`src/rtl/order_gate_pkg.sv`:
```
// Shared definitions for the order gate: gate modes, default sizing and the
// saturating counter helper used by the pass/drop counters.
package order_gate_pkg;

    typedef enum logic [1:0] {
        GATE_OPEN    = 2'd0,
        GATE_METERED = 2'd1,
        GATE_BLOCKED = 2'd2
    } gate_state_t;

    localparam int unsigned DEFAULT_DEPTH = 4;
    localparam int unsigned CNT_W         = 8;
    localparam int unsigned INC_W         = 16;

    localparam logic [INC_W:0] SAT_MAX = (INC_W+1)'((2**CNT_W) - 1);

    // Add a possibly multi-entry increment, clamping at the counter maximum.
    function automatic logic [CNT_W-1:0] sat_add(input logic [CNT_W-1:0] a,
                                                 input logic [INC_W-1:0] inc);
        logic [INC_W:0] sum;
        sum = (INC_W+1)'(a) + (INC_W+1)'(inc);
        if (sum > SAT_MAX) begin
            return CNT_W'(SAT_MAX);
        end
        return CNT_W'(sum);
    endfunction

endpackage

```
`src/rtl/order_gate_if.sv`:
```
// Valid/ready order channel; used for both the inbound and released order streams.
interface order_gate_if #(
    parameter int unsigned DW = 8
);
    logic          valid;
    logic [DW-1:0] data;
    logic          ready;

    modport master (output valid, output data, input ready);
    modport slave  (input valid, input data, output ready);
endinterface

```
`src/rtl/order_fifo.sv`:
```
// Order queue: circular buffer with power-of-two depth, synchronous flush,
// and push/pop in the same cycle allowed even when full.
module order_fifo #(
    parameter int unsigned DEPTH = 4,
    parameter int unsigned DW    = 8
) (
    input  logic                       clk,
    input  logic                       rst_n,
    input  logic                       push,
    input  logic                       pop,
    input  logic                       flush,
    input  logic [DW-1:0]              wdata,
    output logic [DW-1:0]              rdata,
    output logic                       full,
    output logic                       empty,
    output logic [$clog2(DEPTH):0]     count
);

    localparam int unsigned AW = $clog2(DEPTH);

    logic [DW-1:0] mem [DEPTH];
    logic [AW-1:0] wptr;
    logic [AW-1:0] rptr;
    logic [AW:0]   cnt;
    logic          do_push;
    logic          do_pop;

    assign full    = (cnt == (AW+1)'(DEPTH));
    assign empty   = (cnt == '0);
    assign count   = cnt;
    assign rdata   = mem[rptr];
    assign do_pop  = pop && !empty;
    assign do_push = push && (!full || do_pop);

    // Pointers wrap naturally because DEPTH is a power of two.
    always_ff @(posedge clk or negedge rst_n) begin
        if (!rst_n) begin
            wptr <= '0;
            rptr <= '0;
            cnt  <= '0;
        end else if (flush) begin
            wptr <= '0;
            rptr <= '0;
            cnt  <= '0;
        end else begin
            if (do_push) begin
                wptr <= wptr + AW'(1);
            end
            if (do_pop) begin
                rptr <= rptr + AW'(1);
            end
            cnt <= cnt + (AW+1)'(do_push) - (AW+1)'(do_pop);
        end
    end

    always_ff @(posedge clk) begin
        if (do_push && !flush) begin
            mem[wptr] <= wdata;
        end
    end

endmodule

```
`src/rtl/order_gate.sv`:
```
// Circuit-breaker order gate: queues orders while open, meters releases when
// throttled, and discards (and counts) everything while halted.
module order_gate
    import order_gate_pkg::*;
#(
    parameter int unsigned DEPTH = DEFAULT_DEPTH,
    parameter int unsigned DW    = 8
) (
    input  logic             clk,
    input  logic             rst_n,
    input  logic             cb_halt,
    input  logic             cb_throttle,
    input  logic             cb_throttle_phase,
    order_gate_if.slave      ord,
    order_gate_if.master     out,
    output logic [1:0]       gate_state,
    output logic [CNT_W-1:0] pass_count,
    output logic [CNT_W-1:0] drop_count
);

    localparam int unsigned AW = $clog2(DEPTH);

    gate_state_t    state;
    gate_state_t    state_nxt;
    logic           full;
    logic           empty;
    logic [AW:0]    count;
    logic [DW-1:0]  head;
    logic           blocked;
    logic           entering_block;
    logic           in_fire;
    logic           out_fire;
    logic           push;
    logic [INC_W-1:0] drop_inc;

    // Halt dominates throttle; mode follows the breaker one cycle later.
    always_comb begin
        state_nxt = GATE_OPEN;
        if (cb_halt) begin
            state_nxt = GATE_BLOCKED;
        end else if (cb_throttle) begin
            state_nxt = GATE_METERED;
        end
    end

    assign blocked        = (state == GATE_BLOCKED);
    assign entering_block = !blocked && (state_nxt == GATE_BLOCKED);

    // ord.ready depends only on registered state, never on out.ready.
    assign ord.ready = blocked || !full;
    assign out.valid = !empty && ((state == GATE_OPEN) ||
                                  ((state == GATE_METERED) && cb_throttle_phase));
    assign out.data  = head;

    assign in_fire  = ord.valid && ord.ready;
    assign out_fire = out.valid && out.ready;
    assign push     = in_fire && !blocked && !entering_block;

    // An entry released on the flush cycle counts as passed, not dropped.
    always_comb begin
        drop_inc = '0;
        if (entering_block) begin
            drop_inc = INC_W'(count) - INC_W'(out_fire) + INC_W'(in_fire);
        end else if (blocked) begin
            drop_inc = INC_W'(in_fire);
        end
    end

    always_ff @(posedge clk or negedge rst_n) begin
        if (!rst_n) begin
            state      <= GATE_OPEN;
            pass_count <= '0;
            drop_count <= '0;
        end else begin
            state      <= state_nxt;
            pass_count <= sat_add(pass_count, INC_W'(out_fire));
            drop_count <= sat_add(drop_count, drop_inc);
        end
    end

    assign gate_state = state;

    order_fifo #(
        .DEPTH (DEPTH),
        .DW    (DW)
    ) u_fifo (
        .clk   (clk),
        .rst_n (rst_n),
        .push  (push),
        .pop   (out_fire),
        .flush (entering_block),
        .wdata (ord.data),
        .rdata (head),
        .full  (full),
        .empty (empty),
        .count (count)
    );

endmodule

```
`src/flat_wrapper.sv`:
```
// flat-port wrapper written by rule: the top's interface ports become plain ports
module order_gate_flat import order_gate_pkg::*;
#(
    parameter int unsigned DEPTH = DEFAULT_DEPTH,
    parameter int unsigned DW    = 8
)
  (clk, rst_n, cb_halt, cb_throttle, cb_throttle_phase, gate_state, pass_count, drop_count, ord_valid, ord_data, ord_ready, out_valid, out_data, out_ready);
  order_gate_if #(.DW(DW)) ord_i ();
  order_gate_if #(.DW(DW)) out_i ();
  input  logic clk;
  input  logic rst_n;
  input  logic cb_halt;
  input  logic cb_throttle;
  input  logic cb_throttle_phase;
  output logic [1:0] gate_state;
  output logic [CNT_W-1:0] pass_count;
  output logic [CNT_W-1:0] drop_count;
  input wire logic [$bits(ord_i.valid)-1:0] ord_valid;
  input wire logic [$bits(ord_i.data)-1:0] ord_data;
  output wire logic [$bits(ord_i.ready)-1:0] ord_ready;
  output wire logic [$bits(out_i.valid)-1:0] out_valid;
  output wire logic [$bits(out_i.data)-1:0] out_data;
  input wire logic [$bits(out_i.ready)-1:0] out_ready;
  assign ord_i.valid = ord_valid;
  assign ord_i.data = ord_data;
  assign ord_ready = ord_i.ready;
  assign out_valid = out_i.valid;
  assign out_data = out_i.data;
  assign out_i.ready = out_ready;
  order_gate #(.DEPTH(DEPTH), .DW(DW)) u_core (.clk(clk), .rst_n(rst_n), .cb_halt(cb_halt), .cb_throttle(cb_throttle), .cb_throttle_phase(cb_throttle_phase), .ord(ord_i), .out(out_i), .gate_state(gate_state), .pass_count(pass_count), .drop_count(drop_count));
endmodule
```
`config.mk`:
```
export PLATFORM = sky130hd
export DESIGN_NAME = order_gate_flat
export DESIGN_NICKNAME = d
export VERILOG_FILES = /design/src/rtl/order_gate_pkg.sv /design/src/rtl/order_gate_if.sv /design/src/rtl/order_fifo.sv /design/src/rtl/order_gate.sv /design/src/flat_wrapper.sv
export SDC_FILE = /design/constraint.sdc
export NUM_CORES = 1
export LEC_CHECK = 0
export CELL_PAD_IN_SITES_DETAIL_PLACEMENT = 1
export CELL_PAD_IN_SITES_GLOBAL_PLACEMENT = 1
export CORE_AREA = 3 3 90 92
export DETAILED_ROUTE_END_ITERATION = 10
export DIE_AREA = 0 0 93 95
export PLACE_DENSITY_LB_ADDON = 0.12
export REMOVE_ABC_BUFFERS = 1
export SLEW_MARGIN = 20
export SYNTH_ARGS = -nofsm -noshare
export SYNTH_HDL_FRONTEND = slang
export SYNTH_SLANG_ARGS = --single-unit
```
`constraint.sdc`:
```
create_clock -name clk -period 3.3 [get_ports clk]
set_clock_uncertainty 0.15 [all_clocks]
set_input_delay 0.66 -clock clk [delete_from_list [all_inputs] [get_ports clk]]
set_output_delay 0.66 -clock clk [all_outputs]
set_load 0.005 [all_outputs]
```
---- Yosys cells after proc, flatten, opt, wreduce, memory -nomap -nowiden ----
Memory sizes are Yosys's and may differ from the RTL's.
Index checks and enable logic that the tools add are counted.
word-level totals
  flip-flop bits (word level) ............. 25
  bits in latches ......................... 0
  bits in writable memories ............... 32
  ROM bits ................................ 0
  bits of input ports ..................... 15
  output and inout bits ................... 28
  word-level logic and storage cells ...... 59
  memories ................................ 1
cells by class
  $add $sub $neg .......................... 8
  $mul .................................... 0
  divide/modulo/power cells ............... 0
  magnitude comparators ................... 2
  equality and inequality tests ........... 4
  shifts and indexed selects .............. 0
  muxes and demuxes ....................... 17
  bitwise operators ....................... 0
  reductions and logical operators ........ 21
memory list
  name               depth  bits a word  read ports  clocked after memory_dff  wr ports  line              source
  u_core.u_fifo.mem  4      8            1           0                         1         order_fifo.sv:21  logic [DW-1:0] mem [DEPTH];
operators with widths
  kind                                                             count
  greater-than comparator 17 x 8 -> 1 bit (second input constant)  2
  two-way mux 8 bit                                                4
  adder 8 x 16 -> 17 bit                                           1
  adder 16 x 1 -> 16 bit                                           1
  two-way mux 16 bit                                               1
  logical AND 1 bit                                                10
  two-way mux 2 bit                                                5
  adder 8 x 1 -> 9 bit                                             1
  two-way mux 1 bit                                                6
  adder 2 x 1 -> 2 bit (second input constant)                     2
  == test 2 bit (second input constant)                            2
  zero test 1 bit                                                  4
  nonzero test 2 bit                                               2
  subtractor 3 x 1 -> 4 bit                                        1
  adder 3 x 1 -> 3 bit                                             1
  == test 3 bit (second input constant)                            1
  zero test 3 bit                                                  1
  logical OR 1 bit                                                 3
  two-way mux 3 bit                                                1
  subtractor 3 x 1 -> 3 bit                                        1
  == test 2 x 1 -> 1 bit (second input constant)                   1
  zero test 2 bit                                                  1

---- Depth between registers and ports, before layout ----
  word-level depth ........................ 12
  depth in mapped cells ................... 16
  mapped depth without buffers ............ 16

---- Cells and area by module ----
Synthesis repeated with hierarchy kept, for this count alone.
second synthesis, totals
  cell total of the unflattened synthesis .. 234
  area total of the unflattened synthesis .. 2966.6 um^2
by module, submodules not included
  module      times used  cells an instance  area an instance (um^2)  seq. area each (um^2)
  order_fifo  1           87                 1634.1                   1136.1
  order_gate  1           147                1332.5                   450.4

---- Least setup slack after synthesis ----
OpenSTA, ideal clock, no wires.
  path kind ............................... input to register
  from .................................... input port cb_throttle_phase
  to ...................................... register u_core.drop_count[4]
  library setup time ...................... 0.078 ns
  arrival ................................. 3.471 ns
  required time ........................... 3.072 ns
  slack ................................... -0.399 ns
  stages on the path ...................... 15
  path buffers ............................ 0
  path through ............................ nor2b_1 -> nor4b_4 -> ha_1 -> ha_1 -> inv_1 -> ha_1 -> and2_4 -> nand2_1 -> ha_1 -> nor2_1 -> ha_1 -> a21o_1 -> a311o_1 -> o211ai_4 -> o21bai_1
on the way
  longest elaborated chain between the ends .. 11
ends and longest elaborated chain
  what                                     line                  source
  start: declaration                       flat_wrapper.sv:14    input logic cb_throttle_phase;
  logical AND 1 bit (*)                    order_gate.sv:52      ((state == GATE_METERED) && cb_throttle_phase));
  logical OR 1 bit (*)                     order_gate.sv:51      assign out.valid = !empty && ((state == GATE_OPEN) ||
  logical AND 1 bit (*)                    order_gate.sv:51
  logical AND 1 bit (*)                    order_gate.sv:56      assign out_fire = out.valid && out.ready;
  subtractor 3 x 1 -> 4 bit (*)            order_gate.sv:63      drop_inc = INC_W'(count) - INC_W'(out_fire) + INC_W'(in_fire);
  adder 16 x 1 -> 16 bit (*)               order_gate.sv:63
  two-way mux 16 bit (*)                   order_gate.sv:62      if (entering_block) begin
  adder 8 x 16 -> 17 bit (*)               order_gate_pkg.sv:21  sum = (INC_W+1)'(a) + (INC_W+1)'(inc);
  greater-than comparator 17 x 8 -> 1 bit  order_gate_pkg.sv:22  if (sum > SAT_MAX) begin
  two-way mux 1 bit                        order_gate_pkg.sv:22
  two-way mux 8 bit (*)                    order_gate_pkg.sv:25  return CNT_W'(sum);
  end signal: assignment                   order_gate.sv:77      drop_count <= sat_add(drop_count, drop_inc);
  end: declaration                         order_gate.sv:18      output logic [CNT_W-1:0] drop_count
Every way passes the cells marked *; elsewhere a longest branch is shown, timed or not.
A chain may end at the register's enable or synchronous reset.

---- Final worst setup path ----
  from .................................... register u_core.state[0], in the netlist u_core.gate_state[0]
  to ...................................... register u_core.drop_count[0]
on the way
  longest elaborated chain between the ends .. 12
  elaborated cells on any way between the ends .. 19
  those cells by class .................... add/sub: 3; order compare: 1; eq/ne: 2; mux: 4; reduce/logical: 9
ends and longest elaborated chain
  what                                     line                  source
  start: declaration                       order_gate.sv:23      gate_state_t state;
  start signal: assignment                 order_gate.sv:75      state <= state_nxt;
  == test 2 x 1 -> 1 bit                   order_gate.sv:52
  logical AND 1 bit                        order_gate.sv:52
  logical OR 1 bit                         order_gate.sv:51
  logical AND 1 bit                        order_gate.sv:51
  logical AND 1 bit                        order_gate.sv:56
  subtractor 3 x 1 -> 4 bit                order_gate.sv:63
  adder 16 x 1 -> 16 bit                   order_gate.sv:63
  two-way mux 16 bit (*)                   order_gate.sv:62
  adder 8 x 16 -> 17 bit (*)               order_gate_pkg.sv:21
  greater-than comparator 17 x 8 -> 1 bit  order_gate_pkg.sv:22
  two-way mux 1 bit                        order_gate_pkg.sv:22
  two-way mux 8 bit (*)                    order_gate_pkg.sv:25
Marks and branches as above.

==> impl_metrics.json <==
{
  "crit_type": "flip-flop to flip-flop",
  "finalSetupViolCount": 7,
  "synth-main-ff-cell": "edfxtp_1",
  "timing.hold.worst.class": "flip-flop to flip-flop",
  "ioPinCount": 43,
  "portBuffers": 42,
  "async_flop_share_pct": 43.9,
  "cts_root_buf": "clkbuf_8",
  "antenna_found_initial": 0,
  "worstSetupEndpointType": "flip-flop",
  "cp_max_fo": 7,
  "synth_cell_type_count": 42,
  "dr.pass1.iters": 4,
  "hold_path_depth": 1,
  "die_h_um": 95,
  "layout_commonest_cell": "buf_4",
  "drc": 0,
  "swShare_pct": 34.0,
  "fin_crit_ns": 3.40,
  "seqPwrFrac_pct": 28.8,
  "wire_per_inst_um": 17.0,
  "tightest_slew_ns": 0.628,
  "leakagePower_nw": 1.71,
  "num_vias": 2074,
  "num-fill-cells": 769,
  "crit_chain": "nor2b_4, nor4b_4, ha_4, ha_4, inv_4, ha_4, and2_4, nand2_4, ha_4, nor2_4, buf_6, ha_4, nand4b_1, a21oi_2, o211ai_4, or2_1",
  "grt_overflow": 0,
  "initial_utilization_pct": 39.8,
  "rrSetupSlack_ns": -0.10,
  "syn_inst": 219,
  "synth_edf_count": 32,
  "layout_setup_ws_ns": -0.102,
  "rr_startpoint": "u_core.gate_state[0]",
  "crit_top_cell": "ha_4",
  "power.switching_mw": 1.18,
  "die_w_um": 93,
  "hpwlAfterDp_mm": 4.82,
  "slowest_stage": "dfrtp_1",
  "p_int_mw": 2.30,
  "drv_slew": 0,
  "dp_cells": 394,
  "finalNetCount": 356,
  "area_delta_synth_final_pct": 46.3,
  "die-area_mm2": 0.00884,
  "final_cells": 418,
  "p_clk_share_pct": 21.4,
  "drt_iter0_markers": 79,
  "worst_hold_startpoint": "u_core.pass_count[6]",
  "peakVddDrop_uv": 456,
  "clock.fmax_mhz": 294,
  "powerDensity_mw_per_mm2": 819,
  "worstReg2RegEnd": "u_core.drop_count[0]",
  "timing.final.hold_violations": 0,
  "grt_pass1_wl_mm": 12.1,
  "grt_pass1_vias": 2340,
  "ant_nets": 0,
  "routabilityCongestion": 0.807,
  "dp_slack_ns": -1.02,
  "grt_max_degree": 26,
  "arrival_ns": 3.48,
  "htree_levels": 3,
  "avgSynthCellArea_um2": 13.3,
  "num_antenna_cells": 0,
  "violations": "setup timing",
  "clock_latency_ns": 0.33,
  "ys_seq_area_share_pct": 54.6,
  "synth_seq_cells": 57,
  "relSlewSlack_pct": 58.1,
  "combPwrFrac_pct": 49.8,
  "core_area_mm2": 0.00729,
  "synth_area_mm2": 0.00291,
  "max_stage_delay_ns": 0.41,
  "grtUsageTotal_pct": 17.7,
  "final_util_pct": 58.3,
  "cts_tree": "done",
  "cts_max_path_buffers": 2,
  "clkTransAtPathRegs_ns": 0.08,
  "drt-total-wl_mm": 7.10,
  "std_cell_rows": 31,
  "via_per_inst": 4.96,
  "cp-start-kind": "flip-flop",
  "status": "finished, violations left",
  "cp_data_required_time_ns": 3.37,
  "rsz0062_at_grt": "yes",
  "maxCapViolCount": 0,
  "synth-warning-count": 0,
  "mostFrequentLayoutCells": "buf_4 (44), clkdlybuf4s50_1 (40), edfxtp_1 (32), dfrtp_1 (25), ha_1 (13)",
  "drive_gt1_share_pct": 34.2,
  "hold_end": "u_core.pass_count[6]",
  "fin_crit_sh_pct": 103,
  "cts-buffers-inserted": 9,
  "numClockSinks": 57,
  "ff2ff_path_depth": 16
}
critical path: cells and delay by family, from the launching register on:
kind,cells,cell delay (ns)
adder cells (fa/ha/maj),5,1.10
AO/OA/AOI/OAI,2,0.38
buffers and inverters,2,0.18
flip-flops,1,0.41
AND/OR/NAND/NOR,7,1.08
layout make-up:
cell class / count / area, um2 / area share [%]
sequential: 57 / 1590 / 37.3
multi-input combinational: 145 / 1490 / 35.2
timing repair buffer: 88 / 767 / 18.1
clock buffer: 9 / 124 / 2.92
tap: 99 / 124 / 2.92
clock inverter: 7 / 103 / 2.41
inverter: 13 / 51.3 / 1.21
routing by layer:
| layer | global-route usage [%] | part of all wire [%] | vias to the layer above |
|---|---|---|---|
| met5 | 0 | 0 | - |
| met3 | 4.54 | 3.0 | 6 |
| met4 | 4.40 | 0.70 | 0 |
| met2 | 30.9 | 53 | 36 |
| li1 | - | - | 988 |
| met1 | 22.0 | 43 | 1044 |
registers in the layout, summed over array words and instances (netlist names):
signal,flops
u_core.gate_state,2
u_core.u_fifo.count,3
u_core.pass_count,8
u_core.drop_count,8
u_core.u_fifo.wptr,2
u_core.u_fifo.rptr,2
u_core.u_fifo.mem,32
power groups by stage:
stage	logic, mW	clock network, mW	registers, mW
5_1_grt	1.93	0.799	1.02
3_5_place_dp	1.43	0	1.00
2_1_floorplan	0.764	0	0.987
6_report	1.73	0.744	1.00
3_3_place_gp	1.40	0	0.999
4_1_cts	1.62	0.768	0.997
worst max path at each step:
stage | startpoint | to | slack, ns | depth (start not counted)
floorplan | cb_throttle_phase | u_core.drop_count[4] | -0.40 | 15
global placement | cb_throttle_phase | u_core.drop_count[7] | -0.94 | 15
detailed placement | cb_throttle_phase | u_core.drop_count[7] | -1.02 | 15
CTS | u_core.gate_state[0] | u_core.drop_count[0] | -0.17 | 16
global route | u_core.gate_state[0] | u_core.drop_count[0] | -0.23 | 16
finish | u_core.gate_state[0] | u_core.drop_count[0] | -0.10 | 16
stage by stage:
stage | TNS (ns) | power [mW] | instance area (um2) | hold slack (ns)
after global placement | -7.32 | 2.40 | 3720 | 0.358
after floorplan | -2.94 | 1.75 | 2890 | 0.214
final | -0.445 | 3.48 | 4250 | 0.374
after CTS | -1.15 | 3.39 | 4140 | 0.376
after detailed placement | -7.97 | 2.43 | 3720 | 0.364
after global routing | -1.56 | 3.75 | 4250 | 0.413
synth_stat cells (2+ instances only):
cell	instances	area, um2
or2_1	2	12.5
mux4_2	8	180
a21oi_1	11	55.1
nor3_1	4	20.0
o21bai_1	3	22.5
nor2b_1	4	25.0
nand2_1	11	41.3
a211oi_1	2	15.0
xor2_1	5	43.8
nand3b_1	3	22.5
ha_1	25	313
nand2b_1	6	37.5
nor2_1	10	37.5
inv_1	13	48.8
a21o_1	3	22.5
and2_1	6	37.5
and3_1	5	31.3
fa_1	2	40.0
o21a_1	2	15.0
nand3_1	5	25.0
dfrtp_1	25	626
edfxtp_1	32	961
xnor2_1	6	52.6
o21ai_0	6	30.0
buf_2	3	15.0
what timing repair did:
item / in CTS / in global routing
endpoints found under the hold margin: 0 / 0
resized for setup: 39 / 14
hold buffers: 0 / 0
pin swaps: 18 / 11
endpoints found under the setup margin: 8 / 8
setup buffers: 3 / 5
cells by family after synthesis:
group | after synthesis | share of synthesized area [%]
and+or+nand+nor | 64 | 12.7
DFF | 57 | 54.6
AOI/OAI and AO/OA | 34 | 8.40
adders and majority gates | 27 | 12.1
buffers and inverters | 17 | 2.33
xor gates and xnor gates | 11 | 3.32
muxes | 9 | 6.55
No activity file was read; power rests on OpenSTA's default activity.
